## config.mk

```make
export PLATFORM = sky130hd
export DESIGN_NAME = otter_cu_fsm_flat
export DESIGN_NICKNAME = d
export VERILOG_FILES = /design/src/rtl/otter_cu_fsm_if.sv /design/src/rtl/otter_cu_fsm.sv /design/src/flat_wrapper.sv
export SDC_FILE = /design/constraint.sdc
export NUM_CORES = 1
export LEC_CHECK = 0
export CAP_MARGIN = 20
export CORE_MARGIN = 1.5
export CORE_UTILIZATION = 44
export CTS_BUF_LIST = sky130_fd_sc_hd__clkbuf_8
export DETAILED_ROUTE_END_ITERATION = 8
export PLACE_DENSITY_LB_ADDON = 0.05
export SETUP_SLACK_MARGIN = 0.1
export SLEW_MARGIN = 10
export SYNTH_ARGS = -nofsm -noshare
export SYNTH_HDL_FRONTEND = slang
export SYNTH_SLANG_ARGS = --single-unit
export TNS_END_PERCENT = 5
```

## constraint.sdc

```tcl
create_clock -name FSM_CLK -period 2.75 [get_ports FSM_CLK]
set_clock_uncertainty 0.1 [all_clocks]
set_input_delay 0.4125 -clock FSM_CLK [delete_from_list [all_inputs] [get_ports FSM_CLK]]
set_output_delay 0.4125 -clock FSM_CLK [all_outputs]
set_load 0.005 [all_outputs]
```

## src/rtl/otter_cu_fsm_if.sv

```systemverilog
// Control-unit bus: instruction fields and interrupt in, datapath strobes and retire count out.
// Latency: none; this is a plain bundle of wires.
// Backpressure: none; strobes are single-cycle and unconditionally accepted.
interface otter_cu_fsm_if;
    logic [6:0]  OPCODE;
    logic [2:0]  FUNC3;
    logic        INTR;
    logic        RST_OUT;
    logic        PC_WRITE;
    logic        REG_WRITE;
    logic        MEM_RDEN1;
    logic        MEM_RDEN2;
    logic        MEM_WE2;
    logic        CSR_WE;
    logic        INT_TAKEN;
    logic        MRET_EXEC;
    logic [31:0] INSTR_RET;

    // Master drives the instruction fields and interrupt request.
    modport master (
        output OPCODE, FUNC3, INTR,
        input  RST_OUT, PC_WRITE, REG_WRITE, MEM_RDEN1, MEM_RDEN2,
               MEM_WE2, CSR_WE, INT_TAKEN, MRET_EXEC, INSTR_RET
    );

    // Slave is the control unit itself.
    modport slave (
        input  OPCODE, FUNC3, INTR,
        output RST_OUT, PC_WRITE, REG_WRITE, MEM_RDEN1, MEM_RDEN2,
               MEM_WE2, CSR_WE, INT_TAKEN, MRET_EXEC, INSTR_RET
    );
endinterface

```

## src/rtl/otter_cu_fsm.sv

```systemverilog
// OTTER multi-cycle control unit: INIT -> FETCH -> EXEC [-> WB] [-> INTR] -> FETCH.
// Latency: strobes are combinational from the current state (and opcode in EXEC); state moves every cycle.
// Backpressure: none; interrupt request is only sampled when leaving EXEC (non-load) or WB.
module otter_cu_fsm #(
    parameter int unsigned INIT_HOLD = 1
) (
    input  logic          FSM_CLK,
    input  logic          FSM_RST,
    otter_cu_fsm_if.slave bus
);
    typedef enum logic [2:0] {
        ST_INIT  = 3'd0,
        ST_FETCH = 3'd1,
        ST_EXEC  = 3'd2,
        ST_WB    = 3'd3,
        ST_INTR  = 3'd4
    } state_t;

    localparam logic [6:0] OP_LOAD   = 7'b0000011;
    localparam logic [6:0] OP_STORE  = 7'b0100011;
    localparam logic [6:0] OP_BRANCH = 7'b1100011;
    localparam logic [6:0] OP_RTYPE  = 7'b0110011;
    localparam logic [6:0] OP_ITYPE  = 7'b0010011;
    localparam logic [6:0] OP_LUI    = 7'b0110111;
    localparam logic [6:0] OP_AUIPC  = 7'b0010111;
    localparam logic [6:0] OP_JAL    = 7'b1101111;
    localparam logic [6:0] OP_JALR   = 7'b1100111;
    localparam logic [6:0] OP_SYS    = 7'b1110011;
    localparam logic [3:0] HOLD_LAST = 4'(INIT_HOLD - 1);

    state_t      state, state_nxt;
    logic [3:0]  hold_cnt, hold_nxt;
    logic [31:0] instr_ret;
    logic        retire;

    logic rst_out, pc_write, reg_write, mem_rden1, mem_rden2;
    logic mem_we2, csr_we, int_taken, mret_exec;

    // Next-state and strobe decode; every strobe defaults low.
    always_comb begin
        state_nxt = state;
        hold_nxt  = '0;
        rst_out   = 1'b0;
        pc_write  = 1'b0;
        reg_write = 1'b0;
        mem_rden1 = 1'b0;
        mem_rden2 = 1'b0;
        mem_we2   = 1'b0;
        csr_we    = 1'b0;
        int_taken = 1'b0;
        mret_exec = 1'b0;
        case (state)
            ST_INIT: begin
                rst_out = 1'b1;
                if (hold_cnt == HOLD_LAST) begin
                    state_nxt = ST_FETCH;
                end else begin
                    hold_nxt = hold_cnt + 4'd1;
                end
            end
            ST_FETCH: begin
                mem_rden1 = 1'b1;
                state_nxt = ST_EXEC;
            end
            ST_EXEC: begin
                state_nxt = bus.INTR ? ST_INTR : ST_FETCH;
                case (bus.OPCODE)
                    OP_LOAD: begin
                        mem_rden2 = 1'b1;
                        state_nxt = ST_WB;
                    end
                    OP_STORE: begin
                        mem_we2  = 1'b1;
                        pc_write = 1'b1;
                    end
                    OP_RTYPE, OP_ITYPE, OP_LUI, OP_AUIPC, OP_JAL, OP_JALR: begin
                        pc_write  = 1'b1;
                        reg_write = 1'b1;
                    end
                    OP_SYS: begin
                        pc_write = 1'b1;
                        if (bus.FUNC3 == 3'b000) begin
                            mret_exec = 1'b1;
                        end else if (bus.FUNC3 == 3'b001 || bus.FUNC3 == 3'b010 ||
                                     bus.FUNC3 == 3'b011) begin
                            reg_write = 1'b1;
                            csr_we    = 1'b1;
                        end
                    end
                    // Branches and unknown opcodes only advance the PC.
                    default: pc_write = 1'b1;
                endcase
                if (bus.OPCODE == OP_BRANCH) pc_write = 1'b1;
            end
            ST_WB: begin
                reg_write = 1'b1;
                pc_write  = 1'b1;
                state_nxt = bus.INTR ? ST_INTR : ST_FETCH;
            end
            ST_INTR: begin
                int_taken = 1'b1;
                pc_write  = 1'b1;
                state_nxt = ST_FETCH;
            end
            default: state_nxt = ST_INIT;
        endcase
    end

    // An instruction retires on its single PC update; interrupt entry does not count.
    assign retire = (state == ST_EXEC && pc_write) || (state == ST_WB);

    // State, hold counter and retire counter; reset wins over everything.
    always_ff @(posedge FSM_CLK) begin
        if (FSM_RST) begin
            state     <= ST_INIT;
            hold_cnt  <= '0;
            instr_ret <= '0;
        end else begin
            state     <= state_nxt;
            hold_cnt  <= hold_nxt;
            instr_ret <= instr_ret + {31'd0, retire};
        end
    end

    assign bus.RST_OUT   = rst_out;
    assign bus.PC_WRITE  = pc_write;
    assign bus.REG_WRITE = reg_write;
    assign bus.MEM_RDEN1 = mem_rden1;
    assign bus.MEM_RDEN2 = mem_rden2;
    assign bus.MEM_WE2   = mem_we2;
    assign bus.CSR_WE    = csr_we;
    assign bus.INT_TAKEN = int_taken;
    assign bus.MRET_EXEC = mret_exec;
    assign bus.INSTR_RET = instr_ret;
endmodule

```

## src/flat_wrapper.sv

```systemverilog
// flat-port wrapper written by rule: the top's interface ports become plain ports
module otter_cu_fsm_flat 
#(
    parameter int unsigned INIT_HOLD = 1
)
  (FSM_CLK, FSM_RST, bus_OPCODE, bus_FUNC3, bus_INTR, bus_RST_OUT, bus_PC_WRITE, bus_REG_WRITE, bus_MEM_RDEN1, bus_MEM_RDEN2, bus_MEM_WE2, bus_CSR_WE, bus_INT_TAKEN, bus_MRET_EXEC, bus_INSTR_RET);
  otter_cu_fsm_if bus_i ();
  input  logic FSM_CLK;
  input  logic FSM_RST;
  input wire logic [$bits(bus_i.OPCODE)-1:0] bus_OPCODE;
  input wire logic [$bits(bus_i.FUNC3)-1:0] bus_FUNC3;
  input wire logic [$bits(bus_i.INTR)-1:0] bus_INTR;
  output wire logic [$bits(bus_i.RST_OUT)-1:0] bus_RST_OUT;
  output wire logic [$bits(bus_i.PC_WRITE)-1:0] bus_PC_WRITE;
  output wire logic [$bits(bus_i.REG_WRITE)-1:0] bus_REG_WRITE;
  output wire logic [$bits(bus_i.MEM_RDEN1)-1:0] bus_MEM_RDEN1;
  output wire logic [$bits(bus_i.MEM_RDEN2)-1:0] bus_MEM_RDEN2;
  output wire logic [$bits(bus_i.MEM_WE2)-1:0] bus_MEM_WE2;
  output wire logic [$bits(bus_i.CSR_WE)-1:0] bus_CSR_WE;
  output wire logic [$bits(bus_i.INT_TAKEN)-1:0] bus_INT_TAKEN;
  output wire logic [$bits(bus_i.MRET_EXEC)-1:0] bus_MRET_EXEC;
  output wire logic [$bits(bus_i.INSTR_RET)-1:0] bus_INSTR_RET;
  assign bus_i.OPCODE = bus_OPCODE;
  assign bus_i.FUNC3 = bus_FUNC3;
  assign bus_i.INTR = bus_INTR;
  assign bus_RST_OUT = bus_i.RST_OUT;
  assign bus_PC_WRITE = bus_i.PC_WRITE;
  assign bus_REG_WRITE = bus_i.REG_WRITE;
  assign bus_MEM_RDEN1 = bus_i.MEM_RDEN1;
  assign bus_MEM_RDEN2 = bus_i.MEM_RDEN2;
  assign bus_MEM_WE2 = bus_i.MEM_WE2;
  assign bus_CSR_WE = bus_i.CSR_WE;
  assign bus_INT_TAKEN = bus_i.INT_TAKEN;
  assign bus_MRET_EXEC = bus_i.MRET_EXEC;
  assign bus_INSTR_RET = bus_i.INSTR_RET;
  otter_cu_fsm #(.INIT_HOLD(INIT_HOLD)) u_core (.FSM_CLK(FSM_CLK), .FSM_RST(FSM_RST), .bus(bus_i));
endmodule
```

==> flow_metrics.tcl <==
set metrics [dict create \
    status "complete, no violations" \
    grt-ovfl-total 0 \
    required_ns 2.86 \
    setup_viol 0 \
    drc 0 \
    io_pins 54 \
    via_per_inst 5.40 \
    gr-usage-all-layers_pct 20.1 \
    p_int_mw 0.920 \
    cts_root_buffer "clkbuf_8" \
    synth_flop_cell "dfxtp_1" \
    p_per_area_nw_per_um2 408 \
    async_flop_share_pct 0 \
    numPortBuffers 53 \
    area_growth_syn_to_layout_pct 48.9 \
    syn_inst 231 \
    layout.nets 322 \
    start_util_pct 46.8 \
    globalplace.congestion 0.741 \
    antenna_cells 0 \
    die_x_um 68.9 \
    hold_class "reg -> reg" \
    hold_viol_final 0 \
    p_leak_nw 1.01 \
    syn_area_per_cell_um2 8.28 \
    clock_power_share_pct 42.0 \
    clock-sinks 39 \
    yosys_warnings 0 \
    crit_arrival_ns 2.69 \
    drt-initial-drc-count 66 \
    clk_path_buf_depth 2 \
    path_class "in -> reg" \
    synth_sequential_area_ratio_pct 40.8 \
    path_cells "dlygate4sd2_1, nor4bb_4, a31oi_4, ha_2, ha_4, nand2_4, or4b_4, buf_6, buf_4, or3_4, a21oi_2" \
    switchingPower_mw 0.242 \
    p_comb_share_pct 8.2 \
    place_ws_ns -0.462 \
    clk_pin_slew_ns 0.08 \
    fp.dieH_um 68.9 \
    post_drt_wl_per_cell_um 13.0 \
    crit_fanout 5 \
    dpl.hpwl_um 3350 \
    drv_cap 0 \
    layout-drive-gt1-share_pct 17.0 \
    synth_edf_count 0 \
    cts_tree "yes" \
    synth_seq_cells 39 \
    grt_pass1_vias 1636 \
    post-route-min-period_ns 2.58 \
    syn_area_um2 1910 \
    syn-num-nets 249 \
    rsz0062_at_grt "no" \
    core.rowCount 23 \
    setup_tns_ns 0 \
    relSlewSlack_pct 60.9 \
    cts_buffers 5 \
    cts_hold_buf 0 \
    wl_um 4610 \
    seqPwrFrac_pct 49.7 \
    p_sw_share_pct 20.8 \
    firstDrtPassIters 4 \
    core_area_um2 4090 \
    dr_total_vias 1916 \
    crit_path_start_kind "input pin" \
    fmax_mhz 388 \
    ant_nets 0 \
    htreeDepth 2 \
    tightest_slew_ns 0.585 \
    ir_worst_vdd_mv 0.527 \
    period_share_pct 93.6 \
    worstSetupEndpointType "register" \
    fin_ws_ns 0.175 \
    critPathBufInv 3 \
    final_max_slew_viol_count 0 \
    antenna_found_initial 0 \
    grt_pass1_wl_um 7330 \
    clock_latency_ns 0.28 \
    slowest_delay_ns 0.54 \
    slowest_stage "or4b_4" \
    die_area_um2 4750 \
    synth_cell_types 34 \
    grt_max_degree 21 \
    cp_top_family "simple AND/OR/NAND/NOR gates" \
]
==> cells in the mapped netlist, drive strengths merged, types with 2 or more instances <==
cell / number / share of area, %
nor3: 3 / 0.78
a21oi: 20 / 5.2
ha: 5 / 3.3
nand2b: 3 / 0.98
or3: 12 / 3.9
o21ai: 11 / 2.9
nand4: 10 / 3.6
xor2: 6 / 2.7
nand2: 19 / 3.7
buf: 3 / 1.1
or2: 2 / 0.65
clkbuf: 6 / 1.2
or3b: 2 / 0.92
nor2: 26 / 5.1
or4: 13 / 5.3
nor4: 5 / 1.6
nand3: 6 / 1.6
inv: 7 / 1.4
a31oi: 2 / 0.65
and3: 4 / 1.3
o31ai: 10 / 3.9
dfxtp: 39 / 41
nor2b: 3 / 0.98
xnor2: 7 / 3.2
==> logic make-up after synthesis <==
| kind of cell | Yosys count | synth area share [%] |
|---|---|---|
| compound gates | 44 | 13.0 |
| flops | 39 | 40.8 |
| buf+inv | 16 | 3.66 |
| fa+ha+maj | 5 | 3.27 |
| simple gates | 113 | 32.7 |
| xor+xnor | 13 | 5.95 |
| mux | 1 | 0.589 |
==> registers in the layout, summed over array words and instances (netlist names) <==
register              cells
u_core.bus.INSTR_RET     32
u_core.state              3
u_core.hold_cnt           4
==> worst paths after layout <==
kind | from | to | slack (ns) | cells past startpoint
max | bus_OPCODE[3] | u_core.bus.INSTR_RET[20] | 0.17 | 11
min | u_core.hold_cnt[0] | u_core.hold_cnt[0] | 0.37 | 1
max reg2reg | u_core.state[2] | u_core.bus.INSTR_RET[20] | 0.19 | 10
min reg2reg | u_core.hold_cnt[0] | u_core.hold_cnt[0] | 0.37 | 1
==> power by group through the flow <==
stage / clock network [mW] / registers, mW / logic [mW]
5_1_grt: 0.520 / 0.578 / 0.106
6_report: 0.488 / 0.577 / 0.0957
2_1_floorplan: 0 / 0.589 / 0.0339
3_5_place_dp: 0 / 0.589 / 0.0920
3_3_place_gp: 0 / 0.589 / 0.0921
4_1_cts: 0.500 / 0.577 / 0.0906
==> what timing repair did <==
item | CTS | global route
gates cloned | 1 | 0
pin swaps | 13 | 5
buffers inserted | 2 | 0
endpoints found under the setup margin | 19 | 11
resized for setup | 19 | 14
==> worst reg2reg max path: cells and delay by family, from the launching register on <==
kind                     cells  cell delay [ns]
buffers and inverters        2             0.28
flip-flops                   1             0.34
AND/OR/NAND/NOR              4             1.12
AO/OA/AOI/OAI                2             0.29
adder cells (fa/ha/maj)      2             0.36
==> through the flow <==
step	cell area, um2	cells	hold WS (ns)	util (%)	total power, mW
2_1_floorplan	1940	231	0.330	-	0.623
3_3_place_gp	2630	344	0.351	64.3	0.681
6_report	2850	355	0.368	69.7	1.16
3_5_place_dp	2630	344	0.357	64.3	0.681
5_1_grt	2850	355	0.396	69.7	1.20
4_1_cts	2800	355	0.376	68.5	1.17
==> layer usage <==
metal	up-vias	share of wire [%]	global-route usage [%]
met5	-	0	0
li1	982	-	-
met4	0	0.22	2.94
met1	894	46	26.2
met3	2	5.1	5.52
met2	38	49	33.9
==> area by class of cell <==
cell class / count / area, um2
Fill cell: 351 / 1240
Tap cell: 50 / 62.6
Timing Repair Buffer: 75 / 708
Clock inverter: 2 / 35.0
Sequential cell: 39 / 783
Multi-Input combinational cell: 176 / 1150
Clock buffer: 6 / 82.6
Inverter: 7 / 26.3
==> placed cells by master (no fill, tap or decap), types with 5 or more instances in the layout <==
cell type | Yosys | layout
clkbuf_8 | 0 | 6
nand4_1 | 9 | 9
nand3_1 | 6 | 6
xnor2_1 | 7 | 7
xor2_1 | 6 | 6
dlygate4sd2_1 | 0 | 6
nand2_1 | 19 | 18
inv_1 | 7 | 7
nor4_1 | 5 | 5
clkdlybuf4s50_1 | 0 | 42
or4_1 | 12 | 10
dfxtp_1 | 39 | 37
o31ai_1 | 10 | 10
nor2_1 | 26 | 26
a21oi_1 | 20 | 18
buf_4 | 0 | 19
o21ai_0 | 11 | 11
clkdlybuf4s15_1 | 0 | 5
or3_1 | 12 | 11
(Power assumes the default switching activity.)
